$ cat config.mk
export PLATFORM = sky130hd
export DESIGN_NAME = ball_renderer
export DESIGN_NICKNAME = d
export VERILOG_FILES = /design/src/rtl/ball_renderer.sv
export SDC_FILE = /design/constraint.sdc
export NUM_CORES = 1
export LEC_CHECK = 0
export ABC_AREA = 1
export ABC_CLOCK_PERIOD_IN_PS = 5800
export CORE_ASPECT_RATIO = 0.9
export CORE_MARGIN = 1.5
export CORE_UTILIZATION = 50
export DETAILED_ROUTE_END_ITERATION = 10
export PLACE_DENSITY = 0.8
export SYNTH_ARGS = -nofsm -noshare
export SYNTH_HDL_FRONTEND = slang
export SYNTH_SLANG_ARGS = --single-unit
$ cat constraint.sdc
create_clock -name clk -period 5.8 [get_ports clk]
set_input_delay 1.16 -clock clk [delete_from_list [all_inputs] [get_ports clk]]
set_output_delay 1.16 -clock clk [all_outputs]
set_load 0.02 [all_outputs]
$ cat src/rtl/ball_renderer.sv
// Pixel stage after the VGA timing generator: draws a bouncing square ball over a solid
// background, with a 2-cycle pixel pipeline and once-per-frame position updates in blanking.
module ball_renderer #(
    parameter int          H_VISIBLE  = 640,
    parameter int          V_VISIBLE  = 480,
    parameter int          BALL_SIZE  = 16,
    parameter int          SPEED      = 4,
    parameter int          X0         = 100,
    parameter int          Y0         = 100,
    parameter logic [5:0]  BALL_COLOR = 6'b110000,
    parameter logic [5:0]  BG_COLOR   = 6'b000011
) (
    input  logic       clk,
    input  logic       rst,
    input  logic [9:0] col,
    input  logic [9:0] row,
    input  logic       visible,
    input  logic       hsync_in,
    input  logic       vsync_in,
    input  logic       enable,
    output logic [5:0] rgb,
    output logic       hsync_out,
    output logic       vsync_out,
    output logic       frame_tick,
    output logic       bounce
);

    typedef enum logic [1:0] {
        WAIT_FRAME = 2'd0,
        UPDATE_X   = 2'd1,
        UPDATE_Y   = 2'd2
    } state_t;

    localparam logic [10:0] MAX_X   = 11'(H_VISIBLE - BALL_SIZE);
    localparam logic [10:0] MAX_Y   = 11'(V_VISIBLE - BALL_SIZE);
    localparam logic [10:0] SIZE_W  = 11'(BALL_SIZE);
    localparam logic [10:0] SPEED_W = 11'(SPEED);
    localparam logic [9:0]  ROW_START = 10'(V_VISIBLE);

    // One axis step: returns {hit, new_dir, new_pos}; walls clamp the position exactly.
    function automatic logic [11:0] axis_step(input logic [9:0] pos, input logic dir,
                                              input logic [10:0] max_pos);
        logic [10:0] sum_v;
        logic [11:0] res_v;
        sum_v = {1'b0, pos} + SPEED_W;
        if (dir) begin
            if (sum_v >= max_pos) res_v = {1'b1, 1'b0, max_pos[9:0]};
            else                  res_v = {1'b0, 1'b1, sum_v[9:0]};
        end else begin
            if ({1'b0, pos} <= SPEED_W) res_v = {1'b1, 1'b1, 10'd0};
            else                        res_v = {1'b0, 1'b0, pos - SPEED_W[9:0]};
        end
        return res_v;
    endfunction

    state_t      state_r, state_next_s;
    logic [9:0]  x_r, y_r;
    logic        dir_x_r, dir_y_r, hit_x_r, bounce_r;
    logic [11:0] step_x_s, step_y_s;
    logic        frame_start_s, upd_x_s, upd_y_s, tick_s, inside_s;
    logic        vis_d_r, inside_d_r, hs_d_r, vs_d_r;
    logic [5:0]  rgb_s, rgb_r;
    logic        hsync_r, vsync_r;

    assign frame_start_s = (row == ROW_START) && (col == 10'd0);
    assign step_x_s      = axis_step(x_r, dir_x_r, MAX_X);
    assign step_y_s      = axis_step(y_r, dir_y_r, MAX_Y);
    assign inside_s      = ({1'b0, col} >= {1'b0, x_r}) && ({1'b0, col} < ({1'b0, x_r} + SIZE_W)) &&
                           ({1'b0, row} >= {1'b0, y_r}) && ({1'b0, row} < ({1'b0, y_r} + SIZE_W));

    // FSM state register
    always_ff @(posedge clk or posedge rst) begin
        if (rst) state_r <= WAIT_FRAME;
        else     state_r <= state_next_s;
    end

    // FSM next-state logic
    always_comb begin
        state_next_s = state_r;
        case (state_r)
            WAIT_FRAME: begin
                if (frame_start_s && enable) state_next_s = UPDATE_X;
                else                         state_next_s = WAIT_FRAME;
            end
            UPDATE_X: state_next_s = UPDATE_Y;
            UPDATE_Y: state_next_s = WAIT_FRAME;
            default:  state_next_s = WAIT_FRAME;
        endcase
    end

    // FSM outputs; frame_tick fires on every frame start, even when motion is frozen
    always_comb begin
        tick_s  = 1'b0;
        upd_x_s = 1'b0;
        upd_y_s = 1'b0;
        case (state_r)
            WAIT_FRAME: tick_s  = frame_start_s;
            UPDATE_X:   upd_x_s = 1'b1;
            UPDATE_Y:   upd_y_s = 1'b1;
            default: begin
                tick_s  = 1'b0;
                upd_x_s = 1'b0;
                upd_y_s = 1'b0;
            end
        endcase
    end

    // Ball position/direction; X hit is held so one combined bounce pulse follows UPDATE_Y
    always_ff @(posedge clk or posedge rst) begin
        if (rst) begin
            x_r      <= 10'(X0);
            y_r      <= 10'(Y0);
            dir_x_r  <= 1'b1;
            dir_y_r  <= 1'b1;
            hit_x_r  <= 1'b0;
            bounce_r <= 1'b0;
        end else begin
            if (upd_x_s) {hit_x_r, dir_x_r, x_r} <= step_x_s;
            if (upd_y_s) {dir_y_r, y_r} <= step_y_s[10:0];
            bounce_r <= upd_y_s && (hit_x_r || step_y_s[11]);
        end
    end

    // Pixel colour select for stage 2
    always_comb begin
        rgb_s = 6'd0;
        if (!vis_d_r)        rgb_s = 6'd0;
        else if (inside_d_r) rgb_s = BALL_COLOR;
        else                 rgb_s = BG_COLOR;
    end

    // Two-stage pixel pipeline keeping syncs aligned with colour
    always_ff @(posedge clk or posedge rst) begin
        if (rst) begin
            vis_d_r    <= 1'b0;
            inside_d_r <= 1'b0;
            hs_d_r     <= 1'b1;
            vs_d_r     <= 1'b1;
            rgb_r      <= 6'd0;
            hsync_r    <= 1'b1;
            vsync_r    <= 1'b1;
        end else begin
            vis_d_r    <= visible;
            inside_d_r <= inside_s;
            hs_d_r     <= hsync_in;
            vs_d_r     <= vsync_in;
            rgb_r      <= rgb_s;
            hsync_r    <= hs_d_r;
            vsync_r    <= vs_d_r;
        end
    end

    assign rgb        = rgb_r;
    assign hsync_out  = hsync_r;
    assign vsync_out  = vsync_r;
    assign frame_tick = tick_s;
    assign bounce     = bounce_r;

endmodule

==> flow_metrics.tcl <==
set metrics [dict create \
    outcome "finished clean" \
    die_y_um 73.77 \
    p_leak_nw 1.478 \
    holdCritPathClass "register to register" \
    root_buffer "clkbuf_8" \
    fin_crit_ps 4294 \
    worstPathArrival_ps 3130 \
    required_ps 4640 \
    post-dp-hpwl_um 5229 \
    num_rows 25 \
    start_kind "input port" \
    rsz0062_at_grt "no" \
    path_clk_slew_ps 70 \
    chipWidth_um 81.64 \
    cts-htree-levels 2 \
    yosysSeqAreaShare_pct 27.52 \
    setup_violations 0 \
    cts_setup_buffers 0 \
    design.die.area_um2 6022 \
    wirelength_um 6858 \
    cts_buffer_depth 2 \
    wl_per_cell_um 14.75 \
    dpl.cell_count 457 \
    syn_area_um2 2783 \
    final_cells 465 \
    synth_top_cell_by_area "ha_1" \
    synth.distinct_cells 38 \
    power.density_nw_per_um2 167.3 \
    ant_nets 0 \
    synth_edf_count 0 \
    dr.pass1.iters 5 \
    worst_pin_slew_ps 734.3 \
    synth.top_cell.area_share_pct 17.09 \
    cp_max_fo 3 \
    core_region_area_um2 5318 \
    cts_made_buffers 5 \
    area_growth_pct 17.63 \
    drtIter0Drc 219 \
    overflow 0 \
    ys.flop_type "dfrtp_1" \
    final_hold_viol_count 0 \
    fin_worst_skew_ps 12.66 \
    ios 36 \
    drive_gt1_share_pct 11.06 \
    start_util_pct 52.33 \
    vias 2651 \
    cts_tree "yes" \
    grt_pass1_wl_um 11200 \
    layout.nets 461 \
    portBuffers 33 \
    first_global_vias 2467 \
    maxCapViolations 0 \
    synthArstFlopShare_pct 100.0 \
    critPathKind "input port to output pin" \
    timing.slew.headroom_pct 50.87 \
    antenna_found_initial 0 \
    cts_resized 0 \
    setup_tns_ps 0 \
    slew_viol_final 0 \
    via_per_inst 5.701 \
    synth.most_common_cell "nand2_1" \
    track_usage_pct 24.35 \
    min_period_over_period_pct 74.03 \
    syn_avg_cell_area_um2 7.582 \
    synth_common_cells "nand2_1 (65), ha_1 (38), inv_1 (38), a21oi_1 (27), nor2_1 (27)" \
    worstSetupEndpointType "output pin" \
    clock_latency_ps 300 \
    yosysWarningCount 0 \
    grt_max_degree 31 \
    ctsHoldBuffers 0 \
    cts_num_sinks 30 \
    drc 0 \
    ir_drop_v 0.00009562 \
    timing.fmax_ghz 0.2329 \
    synth_area_leaders "ha_1 (17%), dfrtp_1 (16%), dfstp_2 (11%)" \
    place_congestion 0.8903 \
    synth_cells 367 \
    ys_seq_elements 30 \
    antenna_cells 0 \
]
## power breakdown
part / leakage [nW] / total [W] / switching [W] / internal [W]
Sequential: 0.372 / 0.000214 / 0.000000911 / 0.000213
Clock: 0.0714 / 0.000272 / 0.0000885 / 0.000183
Combinational: 1.04 / 0.0000616 / 0.0000303 / 0.0000313
## stage by stage
step	utilization, %	instance area [um2]	hold WS (ps)	worst slack, ps	power (W)
after floorplan	-	2786	345.2	2622	0.0002483
after global placement	58.87	3131	346.9	1576	0.0002771
after detailed placement	58.87	3131	347.6	1589	0.0002790
after CTS	61.55	3273	358.8	1508	0.0005555
after global routing	61.55	3273	367.3	1396	0.0005719
final	61.55	3273	356.0	1506	0.0005475
## layout make-up
class                      count  area [um2]
fill                         482        2044
multi-input combinational    283        1782
sequential                    30       765.7
timing repair buffer          34       337.8
inverter                      43       161.4
tap                           67       83.83
clock buffer                   6       82.58
clock inverter                 2       60.06
## worst max-delay path: stages
cell and delay, ps:
clkdlybuf4s50_1 460, nor4_1 430, nand3_1 210, nor3_1 220, clkdlybuf4s50_1 640
## per-layer routing
metal  part of all wire (%)  up-vias  track usage, %  routed length [um]
li1                       -     1297               -                   -
met1                     46     1245           31.53                3122
met2                     46       92           39.12                3170
met3                    6.1       17           5.714                 418
met4                    2.1        0           9.605                 146
met5                      0        -               0                   0
## registers in the layout, indices dropped and copies added (netlist names)
name / cells
bounce: 1
dir_x_r: 1
dir_y_r: 1
hit_x_r: 1
hs_d_r: 1
hsync_out: 1
inside_d_r: 1
rgb: 2
state_r: 2
vis_d_r: 1
vs_d_r: 1
vsync_out: 1
x_r: 8
y_r: 8
## final timing paths
path	to	start	depth (start not counted)	slack, ps
worst min-delay path	vsync_out$_DFF_PP1_	vs_d_r$_DFF_PP1_	0	360
worst min register to register	vsync_out$_DFF_PP1_	vs_d_r$_DFF_PP1_	0	360
worst max-delay path	frame_tick	col[4]	5	1510
min in group asynchronous	y_r[3]$_DFFE_PP0P_	rst	3	1240
max in group asynchronous	x_r[5]$_DFFE_PP1P_	rst	3	4220
worst max register to register	inside_d_r$_DFF_PP0_	y_r[4]$_DFFE_PP0P_	11	3610
## cell usage in the layout, fill, tap and decap left out, drive strengths merged, types with 3 or more instances in the layout
cell / synthesis / routed
inv: 43 / 43
xor2: 15 / 15
dfrtp: 18 / 18
clkbuf: 3 / 6
o21ai: 25 / 25
nand3: 21 / 21
nor3: 7 / 7
nand2: 70 / 70
a21oi: 29 / 29
nor4: 3 / 3
nand4: 11 / 11
clkdlybuf4s50: 0 / 33
xnor2: 5 / 5
nor2: 33 / 33
o21a: 3 / 3
dfstp: 12 / 12
ha: 38 / 38
a31oi: 4 / 4
a22oi: 5 / 5
## cells by family (layout without fill, tap and decap cells)
logic type | count (synthesis) | count (layout) | share of synthesized area [%]
and+or+nand+nor | 149 | 149 | 25.09
AOI/OAI and AO/OA | 74 | 74 | 15.29
buffers and inverters | 55 | 85 | 8.588
adders and majority gates | 38 | 38 | 17.09
xor gates and xnor gates | 20 | 20 | 6.295
other | 1 | 2 | 0.1348
DFF | 30 | 30 | 27.52
Power figures use the tool's default switching activity.
==> patch, RTL diff (same flow settings) <==
The 3 states of `state_t` get a one-hot encoding in 3 bits.
--- a/src/rtl/ball_renderer.sv
+++ b/src/rtl/ball_renderer.sv
@@ -27,6 +27,6 @@
 
-    typedef enum logic [1:0] {
-        WAIT_FRAME = 2'd0,
-        UPDATE_X   = 2'd1,
-        UPDATE_Y   = 2'd2
+    typedef enum logic [2:0] {
+        WAIT_FRAME = 3'b001,
+        UPDATE_X   = 3'b010,
+        UPDATE_Y   = 3'b100
     } state_t;
Check against the original RTL: no difference found for any inputs over 10 cycles, from zero or initial values and one cycle with rst high; not proved beyond that.
==> patch against the unedited design <==
- sequential share of layout area up 0.39 points
- largest cell class unchanged
- critical path type unchanged
- clock skew is 0.0090 ns lower
- total power decreased by 13%
- sequential cell count is 1 higher
- routed wire length increased by 0.17%
- area after synthesis grew 2.9%
- final area up 1.7%
- setup slack improved by 0.15 ns
==> patch: results (changes against the unedited design) <==
| Metric | Value |
|---|---|
| Origin of the critical flop-to-flop path | `x_r[5]` |
| Share of layout cells above drive strength 1 | `0.117 (+0.00595)` |
| Clock-cell share | `0.0312 (-0.0124)` |
| Synth top cells by count | `70 x nand2_1, 40 x inv_1, 38 x ha_1` |
| Number of fill cells in the layout | `479 (-0.62%)` |
| Vias per cell | `5.57 (-2.3%)` |
| Adder-cell share of the synthesized area | `0.166 (-0.00478)` |
| Netlist cell types | `42 (+11%)` |
| Total wire length | `6.87 mm (+0.17%)` |
| Status | `completed` |
| Clock buf count | `7 (+1)` |
| Clock power share | `0.404 (-0.092)` |
| Clock skew | `0.00369 ns (-0.00897 ns)` |
| Largest cells by area after synthesis | `ha_1 17%, dfrtp_1 16%, dfstp_2 12%` |
| Crit path from | `row[8]` |
| R2R Setup Slk | `3.51 ns (-0.10 ns)` |
| Gr usage total | `0.249 (+0.00548)` |
| Register area share after synthesis | `0.277 (+0.00148)` |
| Sw Pwr | `0.114 mW (-4.5%)` |
| Leakage power total | `1.51 nW (+2.4%)` |
| Multi-input gate count | `292 (+3.2%)` |
| Slew @ Worst Pin | `0.611 ns (-0.124 ns)` |
| Worst path max stage delay | `0.60 ns (-0.04 ns)` |
| Comb pwr share | `0.129 (+0.016)` |
| Clk sinks | `31 (+3.3%)` |
| Routability Congestion | `0.939 (+5.5%)` |
-- patch: metal layers --
metal,share of wire,GRT usage,vias to the layer above
li1,-,-,1329
met1,0.47,0.357,1234
met2,0.45,0.393,97
met3,0.071,0.0436,9
met4,0.010,0.0574,0
met5,0,0,-
-- patch: critical path, delay by kind of cell --
family,cells,cell delay (ns)
and+or+nand+nor,3,0.62
buffers and inverters,3,1.21
-- patch: per-stage QoR --
step / instance area [um2] / hold WS (ns) / setup WS [ns] / cells / total power, mW
floorplan: 2870 / 0.345 / 2.87 / 378 / 0.256
global placement: 3230 / 0.346 / 1.65 / 471 / 0.285
detailed placement: 3230 / 0.348 / 1.64 / 471 / 0.286
CTS: 3330 / 0.358 / 1.65 / 479 / 0.480
global route: 3330 / 0.360 / 1.51 / 479 / 0.498
finish: 3330 / 0.356 / 1.65 / 479 / 0.474
